File: src/rtl/fetch_stage.sv
// IF stage and IF/ID register of the 5-stage MIPS core, with a one-entry skid buffer for stalls.
// Optional `DELAY_SLOT_EN: deliver the instruction after a taken redirect instead of squashing it.
module fetch_stage #(
  parameter logic [31:0] RESET_VECTOR = 32'h0000_0000
) (
  input  logic        CLK,
  input  logic        RESETN,
  output logic        IMREQ,
  output logic [31:0] IMADDR,
  input  logic [31:0] IMRDATA,
  input  logic        IMRDY,
  input  logic        WPCIR,
  input  logic        BRANCH,
  input  logic        JUMP,
  input  logic        JR,
  input  logic [31:0] JRTGT,
  output logic [31:0] IDIR,
  output logic [31:0] IDPC4,
  output logic        IDVALID
);

`ifdef DELAY_SLOT_EN
  localparam bit SLOT_DELIVER = 1'b1;
`else
  localparam bit SLOT_DELIVER = 1'b0;
`endif

  typedef enum logic [1:0] {S_FETCH, S_DISCARD, S_HOLD} state_e;

  state_e      state_q, state_d;
  logic        run_q;
  logic [31:0] pc_q, pc_d;
  logic [31:0] redir_q, redir_d;
  logic [31:0] ir_q, ir_d;
  logic [31:0] pc4_q, pc4_d;
  logic        vld_q, vld_d;
  logic [31:0] buf_ir_q, buf_ir_d;
  logic [31:0] buf_pc4_q, buf_pc4_d;

  logic        take, rdy, slot_load;
  logic [31:0] pc_plus4, br_tgt, tgt, slot_ir, slot_pc4;

  // Redirect target and slot-word source
  always_comb begin
    pc_plus4 = pc_q + 32'd4;
    br_tgt   = pc4_q + {{14{ir_q[15]}}, ir_q[15:0], 2'b00};
    if (JR)        tgt = JRTGT;
    else if (JUMP) tgt = {pc4_q[31:28], ir_q[25:0], 2'b00};
    else           tgt = br_tgt;
    if (state_q == S_HOLD) begin
      slot_ir  = buf_ir_q;
      slot_pc4 = buf_pc4_q;
    end else begin
      slot_ir  = IMRDATA;
      slot_pc4 = pc_plus4;
    end
  end

  assign take = BRANCH & vld_q & ~WPCIR;
  // A response only counts while a request is actually outstanding (not in HOLD, not right after reset)
  assign rdy  = IMRDY & IMREQ;

  always_ff @(posedge CLK or negedge RESETN) begin
    if (!RESETN) begin
      state_q   <= S_FETCH;
      run_q     <= 1'b0;
      pc_q      <= RESET_VECTOR;
      redir_q   <= '0;
      ir_q      <= '0;
      pc4_q     <= '0;
      vld_q     <= 1'b0;
      buf_ir_q  <= '0;
      buf_pc4_q <= '0;
    end else begin
      state_q   <= state_d;
      run_q     <= 1'b1;
      pc_q      <= pc_d;
      redir_q   <= redir_d;
      ir_q      <= ir_d;
      pc4_q     <= pc4_d;
      vld_q     <= vld_d;
      buf_ir_q  <= buf_ir_d;
      buf_pc4_q <= buf_pc4_d;
    end
  end

  always_comb begin
    state_d   = state_q;
    pc_d      = pc_q;
    redir_d   = redir_q;
    ir_d      = ir_q;
    pc4_d     = pc4_q;
    vld_d     = vld_q;
    buf_ir_d  = buf_ir_q;
    buf_pc4_d = buf_pc4_q;
    slot_load = 1'b0;
    unique case (state_q)
      S_FETCH: begin
        if (rdy && WPCIR) begin
          buf_ir_d  = IMRDATA;
          buf_pc4_d = pc_plus4;
          pc_d      = pc_plus4;
          state_d   = S_HOLD;
        end else if (rdy && take) begin
          pc_d      = tgt;
          slot_load = 1'b1;
        end else if (rdy) begin
          ir_d  = IMRDATA;
          pc4_d = pc_plus4;
          vld_d = 1'b1;
          pc_d  = pc_plus4;
        end else if (take) begin
          // The redirecting instruction moves on; ID sees bubbles until the slot word returns
          redir_d = tgt;
          ir_d    = '0;
          vld_d   = 1'b0;
          state_d = S_DISCARD;
        end else if (!WPCIR && run_q) begin
          ir_d  = '0;
          vld_d = 1'b0;
        end
      end
      S_DISCARD: begin
        if (rdy) begin
          pc_d    = redir_q;
          state_d = S_FETCH;
          if (!WPCIR) begin
            slot_load = 1'b1;
          end else if (SLOT_DELIVER) begin
            buf_ir_d  = IMRDATA;
            buf_pc4_d = pc_plus4;
            state_d   = S_HOLD;
          end
        end else if (!WPCIR) begin
          ir_d  = '0;
          vld_d = 1'b0;
        end
      end
      S_HOLD: begin
        if (!WPCIR) begin
          state_d = S_FETCH;
          if (take) begin
            pc_d      = tgt;
            slot_load = 1'b1;
          end else begin
            ir_d  = buf_ir_q;
            pc4_d = buf_pc4_q;
            vld_d = 1'b1;
          end
        end
      end
      default: state_d = S_FETCH;
    endcase
    if (slot_load) begin
      if (SLOT_DELIVER) begin
        ir_d  = slot_ir;
        pc4_d = slot_pc4;
        vld_d = 1'b1;
      end else begin
        ir_d  = '0;
        vld_d = 1'b0;
      end
    end
  end

  always_comb begin
    IMREQ   = run_q & (state_q != S_HOLD);
    IMADDR  = pc_q;
    IDIR    = ir_q;
    IDPC4   = pc4_q;
    IDVALID = vld_q;
  end

endmodule
File: config.mk
export PLATFORM = sky130hd
export DESIGN_NAME = fetch_stage
export DESIGN_NICKNAME = d
export VERILOG_FILES = /design/src/rtl/fetch_stage.sv
export SDC_FILE = /design/constraint.sdc
export NUM_CORES = 1
export LEC_CHECK = 0
export BUFFER_PORTS_ARGS = -buffer_cell sky130_fd_sc_hd__buf_2
export CAP_MARGIN = 20
export CORE_MARGIN = 2
export CORE_UTILIZATION = 53
export DETAILED_ROUTE_END_ITERATION = 10
export GPL_ROUTABILITY_DRIVEN = 0
export MAX_ROUTING_LAYER = met4
export PLACE_DENSITY = 0.86
export REMOVE_ABC_BUFFERS = 1
export SLEW_MARGIN = 0
export SYNTH_ARGS = -nofsm -noshare
export SYNTH_HDL_FRONTEND = slang
export SYNTH_SLANG_ARGS = --single-unit
export TNS_END_PERCENT = 1
File: constraint.sdc
create_clock -name CLK -period 2.87 [get_ports CLK]
set_clock_uncertainty 0.05 [all_clocks]
set_input_delay 0.574 -clock CLK [delete_from_list [all_inputs] [get_ports CLK]]
set_output_delay 0.574 -clock CLK [all_outputs]
set_load 0.005 [all_outputs]
=== Word level (Yosys, flattened, before mapping) ===
Index checks and enable logic that the tools add are counted.

* Multiplexer cells: 50
* Div/mod/pow operators: 0
* Reduce and logical (&&, ||, !) cells: 14
* $mul: 0
* Equality and inequality tests: 21
* $add $sub $neg: 2
* $lt $le $gt $ge: 0
* Shift-type cells: 0
* Bitwise gates (word level): 8

{| class="wikitable"
|+ Operators with widths
! operator !! number
|-
| $mux W32 || 22
|-
| $pmux W32 S3 || 2
|-
| $pmux W32 S2 || 1
|-
| $add A32 B3 Y32 const B || 1
|-
| $add A32 B32 Y32 || 1
|-
| $ne A3 B3 Y1 const B || 9
|-
| $mux W1 || 16
|-
| $ne A2 B2 Y1 const B || 8
|-
| $reduce_and A5 Y1 || 3
|-
| $mux W2 || 6
|-
| $reduce_and A8 Y1 || 1
|-
| $pmux W1 S3 || 2
|-
| $pmux W2 S3 || 1
|-
| $reduce_and A6 Y1 || 1
|-
| $ne A5 B5 Y1 const B || 1
|-
| $and A1 B1 Y1 || 4
|-
| $ne A4 B4 Y1 const B || 1
|-
| $not A1 Y1 || 4
|-
| $reduce_bool A4 Y1 || 1
|-
| $logic_and A1 B1 Y1 || 3
|-
| $reduce_bool A3 Y1 || 1
|-
| $eq A2 B1 Y1 const B || 1
|-
| $eq A2 B2 Y1 const B || 1
|-
| $logic_not A2 Y1 || 1
|-
| 3 further kinds || 3
|}

* Bits in read-only memories: 0
* Word-level logic and storage cells: 104
* Latch bits: 0
* Output and inout port bits: 98
* Memories kept: 0
* Bits in writable memories: 0
* Register bits after elaboration: 196

=== Longest topological paths before layout ===
Gate-level depths: netlist of the first run.

* Word-level depth: 9
* Gate-level depth with buffers: 13
* Depth with buffers taken out: 11

=== Least setup slack after synthesis of the first run ===
OpenSTA, ideal clock, no wires.

* Path type: reg2reg
* Start point: register ir_q[0] (netlist: IDIR[0])
* End point: register pc_q[28] (netlist: IMADDR[28])
* Data arrival time: 2.665 ns
* Period minus slack after synthesis: 2.810 ns
* Setup slack: 0.060 ns
* Stages on the path, launching flop included: 12
* Data required time: 2.725 ns
* Buffers on the path: 0
* Cell sequence: dfrtp_1 > ha_1 > inv_1 > fa_1 > and2b_1 > o2111ai_2 > a2111oi_2 > nor3b_4 > o211ai_1 > mux2i_1 > a211oi_2 > o31ai_1

* Longest elaborated chain between the ends: 6
* Elaborated cells between the ends (all ways): 8
* Those cells by class: 1 x add/sub; 7 x mux

{| class="wikitable"
|+ RTL lines
! element !! RTL line !! text
|-
| start: declaration || 34 || <nowiki>logic [31:0] ir_q, ir_d;</nowiki>
|-
| start signal: assignment || 79 || <nowiki>ir_q <= ir_d;</nowiki>
|-
| $add A32 B32 Y32 (*) || 46 || <nowiki>br_tgt = pc4_q + {{14{ir_q[15]}}, ir_q[15:0], 2'b00};</nowiki>
|-
| $mux W32 (*) || 48 || <nowiki>else if (JUMP) tgt = {pc4_q[31:28], ir_q[25:0], 2'b00};</nowiki>
|-
| $mux W32 (*) || 47 || <nowiki>if (JR) tgt = JRTGT;</nowiki>
|-
| $mux W32, on equally long branches || 142, 104 ||
|-
| $mux W32, on equally long branches || 140, 99 ||
|-
| $pmux W32 S3 (*) || 97 || <nowiki>unique case (state_q)</nowiki>
|-
| end signal: assignment || 77 || <nowiki>pc_q <= pc_d;</nowiki>
|-
| end: declaration || 32 || <nowiki>logic [31:0] pc_q, pc_d;</nowiki>
|}

Every way passes the cells marked *; elsewhere a longest branch is shown, timed or not. The select of a mux whose other input is x is not followed.
A chain may end at the register's enable or synchronous reset.

=== Worst setup path after layout of the first run ===
* Start point: register pc4_q[2] (netlist: IDPC4[2])
* End point: register pc_q[28] (netlist: IMADDR[28])

* Longest elaborated chain between the ends: 6
* Elaborated cells between the ends (all ways): 8
* Those cells by class: 1 x add/sub; 7 x mux

{| class="wikitable"
|+ RTL lines
! element !! RTL line !! text
|-
| start: declaration || 35 || <nowiki>logic [31:0] pc4_q, pc4_d;</nowiki>
|-
| start signal: assignment || 80 || <nowiki>pc4_q <= pc4_d;</nowiki>
|-
| $add A32 B32 Y32 (*) || 46 ||
|-
| $mux W32 (*) || 48 ||
|-
| $mux W32 (*) || 47 ||
|-
| $mux W32, on equally long branches || 142, 104 ||
|-
| $mux W32, on equally long branches || 140, 99 ||
|-
| $pmux W32 S3 (*) || 97 ||
|}

Marks and branches as above.

==> impl_metrics.toml, run 1 <==
[run_status]
status = "finished, violations left"
violations = "setup timing"

[worst_setup_path]
end_kind = "flip-flop"
critical_path_class = "flip-flop to flip-flop"
ff2ff_setup_slack_ps = -50
critPathArrivalTime_ps = 3220
crit_path_max_fanout = 4
r2r-start = "IDPC4[2]$_DFFE_PN0P_"
reg2regPathDepth = 11
reg2reg_to = "IMADDR[28]$_DFFE_PN0P_"
cp_data_required_time_ps = 3170
critPathLaunchType = "flip-flop"

[synth]
synthArstFlopShare_pct = 100
synth-edff-count = 0
synth_area_per_cell_um2 = 8.44
synth.distinct_cells = 84
ys_seq_elements = 196
ys_warn_count = 0
ys_seq_area_share_pct = 41.8
synthFlopType = "dfrtp_1"
synth.area.top_cells = "dfrtp_1 (42%), nand2_1 (11%), a21oi_1 (4.4%), o21ai_0 (4.4%), ha_1 (3.7%)"
yosysTopAreaCell = "dfrtp_1"
yosysTopAreaCellShare_pct = 41.8
syn_inst = 1391
netlist_area_um2 = 11700

[cts]
cts-root-buf = "clkbuf_16"
clock_path_buffers = 2
numCtsBuffers = 17
ctsHtreeMaxLevel = 4
cts_tree = "yes"
clock_sinks = 196
path_clk_slew_ps = 80
insertion_delay_ps = 450
hold_buffers = 0

[layout]
syn2layout_area_growth_pct = 19.1
final_layout_size_suffix_gt1_share_pct = 21.3
finish.instance_area_um2 = 14000
layout_commonest_cell = "nand2_1"
fin_nets = 1667
mostFrequentLayoutCells = "nand2_1 (336), dfrtp_1 (195), buf_2 (167)"

[placed_design]
dpl.hpwl_um = 25000
postPlaceCellArea_um2 = 13200
port_buffers = 168

[route]
vias = 11700
wl_per_cell_um = 19.7
first_pass_iters = 7
wl_um = 36600
postRouteAntennaNets = 0
first_iter_violations = 1296
vias_per_cell = 6.29
drc = 0

[global_routing]
met1_usage_pct = 41.5
grt_usage_pct = 32.3
grt_pass1_wl_um = 58800
overflow = 0
grt_pass1_vias = 11300
antenna_found_initial = 0
grt_max_degree = 77
use_met3_pct = 7.34
grtUsageMet2_pct = 49.6
busiest_layer = "met2"

[sta]
fin_crit_sh_pct = 102
setup_tns_ps = -63.4
maxSlewHeadroom_pct = 55.5
timing.fmax_mhz = 342
drv_slew = 0
worst_slack_ps = -55.0
rsz0062_at_grt = "true"
worst_pin_slew_ps = 667
hold-worst-slack_ps = 87.2
min_period_ps = 2920
finalSetupViolCount = 2
hold_viol = 0

[floorplanning]
ios = 169
die_width_um = 153
die_h_um = 153
die_area_um2 = 23300
start_util_pct = 53.9
row_count = 54
core_um2 = 21800

[pwr]
total_power_uw = 14700
power_leakage_uw = 0.00666
power_density_nw_per_um2 = 1050
ir_drop_mv = 0.587

[flow_run]
max_cap_viol_count = 0

[min_path]
min_path_type = "primary input to asynchronous set/reset pin"
==> cells by family after synthesis <==
family,Yosys count,synth area share (%)
XOR/XNOR,39,2.98
adder cells (fa/ha/maj),36,3.90
buffers and inverters,115,3.88
other,1,0.0320
AO/OA/AOI/OAI,410,23.0
multiplexers,32,2.77
flip-flops,196,41.8
AND/OR/NAND/NOR,562,21.7
==> stage by stage <==
step | utilization [%] | instances | setup WS (ps)
floorplan | - | 1297 | -609
CTS | 63.9 | 1852 | -76.2
finish | 64.2 | 1854 | -55.0
global placement | 60.9 | 1818 | -120
detailed placement | 60.9 | 1818 | -232
global route | 64.2 | 1853 | -164
==> registers in the layout, indices dropped and copies added (netlist names) <==
name,cells
IDIR,32
IDPC4,32
IMADDR,32
buf_ir_q,32
buf_pc4_q,32
redir_q,32
state_q,2
IDVALID,1
run_q,1
==> critical path: stages, from the launching register on <==
cell and delay (ps):
dfrtp_1 370, ha_2 200, inv_2 40, fa_2 320
and2b_2 270, o2111ai_4 180, a2111oi_4 430, nor3b_4 100
o211ai_1 270, mux2i_1 250, a211oi_2 100, o31ai_1 230
==> how the worst max path moves through the flow <==
stage               depth (start not counted)                    from  slack [ps]                endpoint
floorplan                                   8  state_q[0]$_DFFE_PN0P_        -610     IDVALID$_DFFE_PN0P_
global placement                           11     IDIR[0]$_DFFE_PN0P_        -120  IMADDR[28]$_DFFE_PN0P_
detailed placement                         11    IDPC4[2]$_DFFE_PN0P_        -230  IMADDR[28]$_DFFE_PN0P_
CTS                                        11    IDPC4[2]$_DFFE_PN0P_         -80  IMADDR[28]$_DFFE_PN0P_
global route                               11    IDPC4[2]$_DFFE_PN0P_        -160  IMADDR[14]$_DFFE_PN0P_
finish                                     11    IDPC4[2]$_DFFE_PN0P_         -50  IMADDR[28]$_DFFE_PN0P_
==> layout make-up <==
type                            instances  area [um2]
Clock buffer                           17         425
Antenna cell                            1        2.50
Sequential cell                       196        4910
Timing Repair Buffer                  244        1550
Fill cell                            1744        7780
Inverter                               21        78.8
Multi-Input combinational cell       1080        6490
Clock inverter                         15         166
Tap cell                              280         350
==> Yosys cell counts, drive strengths merged (3+ instances only) <==
master	instances
nand2b	16
and3	11
nor3	17
dfrtp	196
nand4	13
o31ai	40
xor2	18
or4	3
or2	3
or3	4
xnor2	21
a21o	14
o211ai	12
a2111oi	3
o21bai	4
ha	35
nand3	26
o22ai	5
o221ai	3
o2111ai	4
a22oi	6
nor2b	39
mux2	4
a21boi	4
buf	15
a221o	4
nor4	4
nand2	336
a21oi	106
mux2i	28
a31o	3
nor2	74
o21ai	118
and2	7
a31oi	5
inv	21
a211oi	9
a221oi	18
o311ai	12
clkbuf	79
o21a	19
o211a	3
==> routing by layer <==
metal / share of wire [%] / wire length, um
met5: 0 / 0
met3: 11 / 4110
met2: 46 / 17000
met4: 3.8 / 1400
met1: 39 / 14100
==> timing repair <==
item	4_1_cts	5_1_grt
pin swaps	9	15
setup buffers	2	1
resized for setup	12	18
endpoints found under the setup margin	20	36
==> power by group <==
part	switching, uW	total [uW]	internal, uW	leakage (uW)
Sequential	1080	5050	3970	0.00248
Clock	1250	2420	1170	0.000282
Combinational	4320	7270	2950	0.00390
(Power assumes the default switching activity.)
==> inputs of run 2 (changes only) <==
--- a/config.mk
+++ b/config.mk
@@ -5,14 +5,15 @@
 export SDC_FILE = /design/constraint.sdc
 export NUM_CORES = 1
 export LEC_CHECK = 0
-export BUFFER_PORTS_ARGS = -buffer_cell sky130_fd_sc_hd__buf_2
 export CAP_MARGIN = 20
 export CORE_MARGIN = 2
-export CORE_UTILIZATION = 53
+export CORE_UTILIZATION = 55
+export CTS_CLUSTER_DIAMETER = 50
 export DETAILED_ROUTE_END_ITERATION = 10
+export DONT_BUFFER_PORTS = 1
 export GPL_ROUTABILITY_DRIVEN = 0
 export MAX_ROUTING_LAYER = met4
-export PLACE_DENSITY = 0.86
+export PLACE_DENSITY_LB_ADDON = 0.3
 export REMOVE_ABC_BUFFERS = 1
 export SLEW_MARGIN = 0
 export SYNTH_ARGS = -nofsm -noshare
==> impl_metrics.toml, run 2 (synthesis results as in run 1) <==
[cts]
insertion_delay_ps = 450
path_clk_slew_ps = 80
numCtsBuffers = 17
clock_sinks = 196
cts-root-buf = "clkbuf_16"
clock_path_buffers = 2
ctsHtreeMaxLevel = 4
cts_tree = "yes"

[layout]
syn2layout_area_growth_pct = 12.2
n_fill_cell = 1817
layout_commonest_cell = "nand2_1"
fin_nets = 1508
finish.instance_area_um2 = 13200
mostFrequentLayoutCells = "nand2_1 (336), dfrtp_1 (195), a21oi_1 (103)"
multiInputGateArea_um2 = 6500
seq_area_um2 = 4910
final_layout_size_suffix_gt1_share_pct = 12.4

[pwr]
internal_power_uw = 7900
ir_drop_mv = 0.635
power.share.clock_pct = 17.4
power.share.switching_pct = 44.5
p_seq_share_pct = 35.8
power_leakage_uw = 0.00599
power_density_nw_per_um2 = 1080
combPwrFrac_pct = 46.8
switchingPower_uw = 6340

[floorplanning]
row_count = 53
core_um2 = 21000
ios = 169
die_width_um = 150
die_area_um2 = 22500
die_h_um = 150
start_util_pct = 56.0

[placed_design]
dp_slack_ps = -131
postPlaceCellArea_um2 = 12400
dpl.hpwl_um = 24500
port_buffers = 0

[flow_run]
max_cap_viol_count = 0

[global_routing]
grt_pass1_vias = 10500
overflow = 0
grt_pass1_wl_um = 56300
grt_max_degree = 197
grt_usage_pct = 33.3
antenna_found_initial = 7

[run_status]
status = "finished, violations left"
violations = "hold timing, setup timing"

[sta]
timing.fmax_mhz = 346
fin_crit_sh_pct = 101
rsz0062_at_grt = "true"
hold_viol = 196
worst_slack_ps = -24.2
drv_slew = 0
worst_pin_slew_ps = 800
setup_tns_ps = -84.9
finalSetupViolCount = 6
maxSlewHeadroom_pct = 46.5
hold-worst-slack_ps = -232
min_period_ps = 2890

[worst_setup_path]
end_kind = "flip-flop"
critPathTopFamily = "compound AO/OA/AOI/OAI gates"
critical_path_class = "flip-flop to flip-flop"
cp_slowest_cell = "a2111oi_4"
crit_path_max_fanout = 4
cp-startpoint = "IDPC4[2]$_DFFE_PN0P_"
critPathArrivalTime_ps = 3200
r2r-start = "IDPC4[2]$_DFFE_PN0P_"
cp_data_required_time_ps = 3170
cp_slowest_stage_delay_ps = 450
crit_buf_inv = 1
crit_chain = "ha_2 -> inv_2 -> fa_2 -> and2b_2 -> o2111ai_4 -> a2111oi_4 -> nor3b_4 -> o211ai_1 -> mux2i_1 -> a211oi_2 -> o31ai_1"
critPathLaunchType = "flip-flop"

[route]
first_pass_iters = 5
postRouteAntennaNets = 0
vias_per_cell = 6.24
wl_per_cell_um = 21.1
drc = 0
wl_um = 35700
vias = 10600
first_iter_violations = 960

[min_path]
min_path_type = "primary input to asynchronous set/reset pin"
run 2: changes by cell type in the layout (fill, tap and decap cells not counted), moves of 3 or more:
cell      previous run  this run
buf_2              167         0
diode_2              1         7
buf_4               65        78
clkinv_8             4         1
buf_12              10         7
run 2: per-stage QoR:
step                hold WS [ps]  utilization, %  total power [uW]  instances
global route                -251            62.8             15300       1696
CTS                         -240            62.4             14100       1688
detailed placement           234            59.4             11500       1656
global placement             238            59.4             11300       1656
finish                      -232            62.8             14200       1696
floorplan                    228               -              9140       1297
run 2: cell type report:
class / instances / share of cell area (%)
flip-flops and latches: 196 / 37.3
repair buffers: 85 / 5.51
clock inverters: 14 / 1.21
diodes: 7 / 0.133
multi-input cells: 1080 / 49.4
well taps: 275 / 2.61
inverters: 21 / 0.599
clock buffers: 18 / 3.33
run 2: worst register-to-register path, stage by stage, from the launching register on:
cell and delay [ps]:
dfrtp_1 370, ha_2 190, inv_2 40, fa_2 320, and2b_2 270, o2111ai_4 190
a2111oi_4 450, nor3b_4 110, o211ai_1 230, mux2i_1 270, a211oi_2 110, o31ai_1 200
run 2: what timing repair did:
item / in CTS / in global routing
endpoints found under the setup margin: 20 / 33
endpoints found under the hold margin: 196 / 196
gates resized for setup: 7 / 19
pin swaps: 3 / 13
buffers inserted: 0 / 1
run 2: final timing paths:
kind                                             to  slack, ps  cells after the start
setup / recovery            redir_q[28]$_DFFE_PN0P_        -20                     11
hold / removal             buf_ir_q[24]$_DFFE_PN0P_       -230                      0
setup reg to reg            redir_q[28]$_DFFE_PN0P_        -20                     11
hold reg to reg            buf_ir_q[29]$_DFFE_PN0P_        430                      2
max in group asynchronous     IDPC4[20]$_DFFE_PN0P_       2400                      0
min in group CLK           buf_ir_q[26]$_DFFE_PN0P_        180                      2
run 2: routing by layer:
metal | GRT usage [%] | wire, um | up-vias
li1 | - | - | 4916
met1 | 40.6 | 14200 | 5130
met2 | 53.6 | 17100 | 452
met3 | 8.63 | 3380 | 85
met4 | 11.9 | 1090 | 0
met5 | - | 0 | -
run 2: power groups by stage:
stage                     sequential, uW  combinational [uW]  clock (uW)
after detailed placement            5140                6410           0
after CTS                           5090                6490        2490
final                               5100                6660        2480
after global placement              5080                6230           0
after floorplan                     4860                4280           0
after global routing                5260                7380        2620
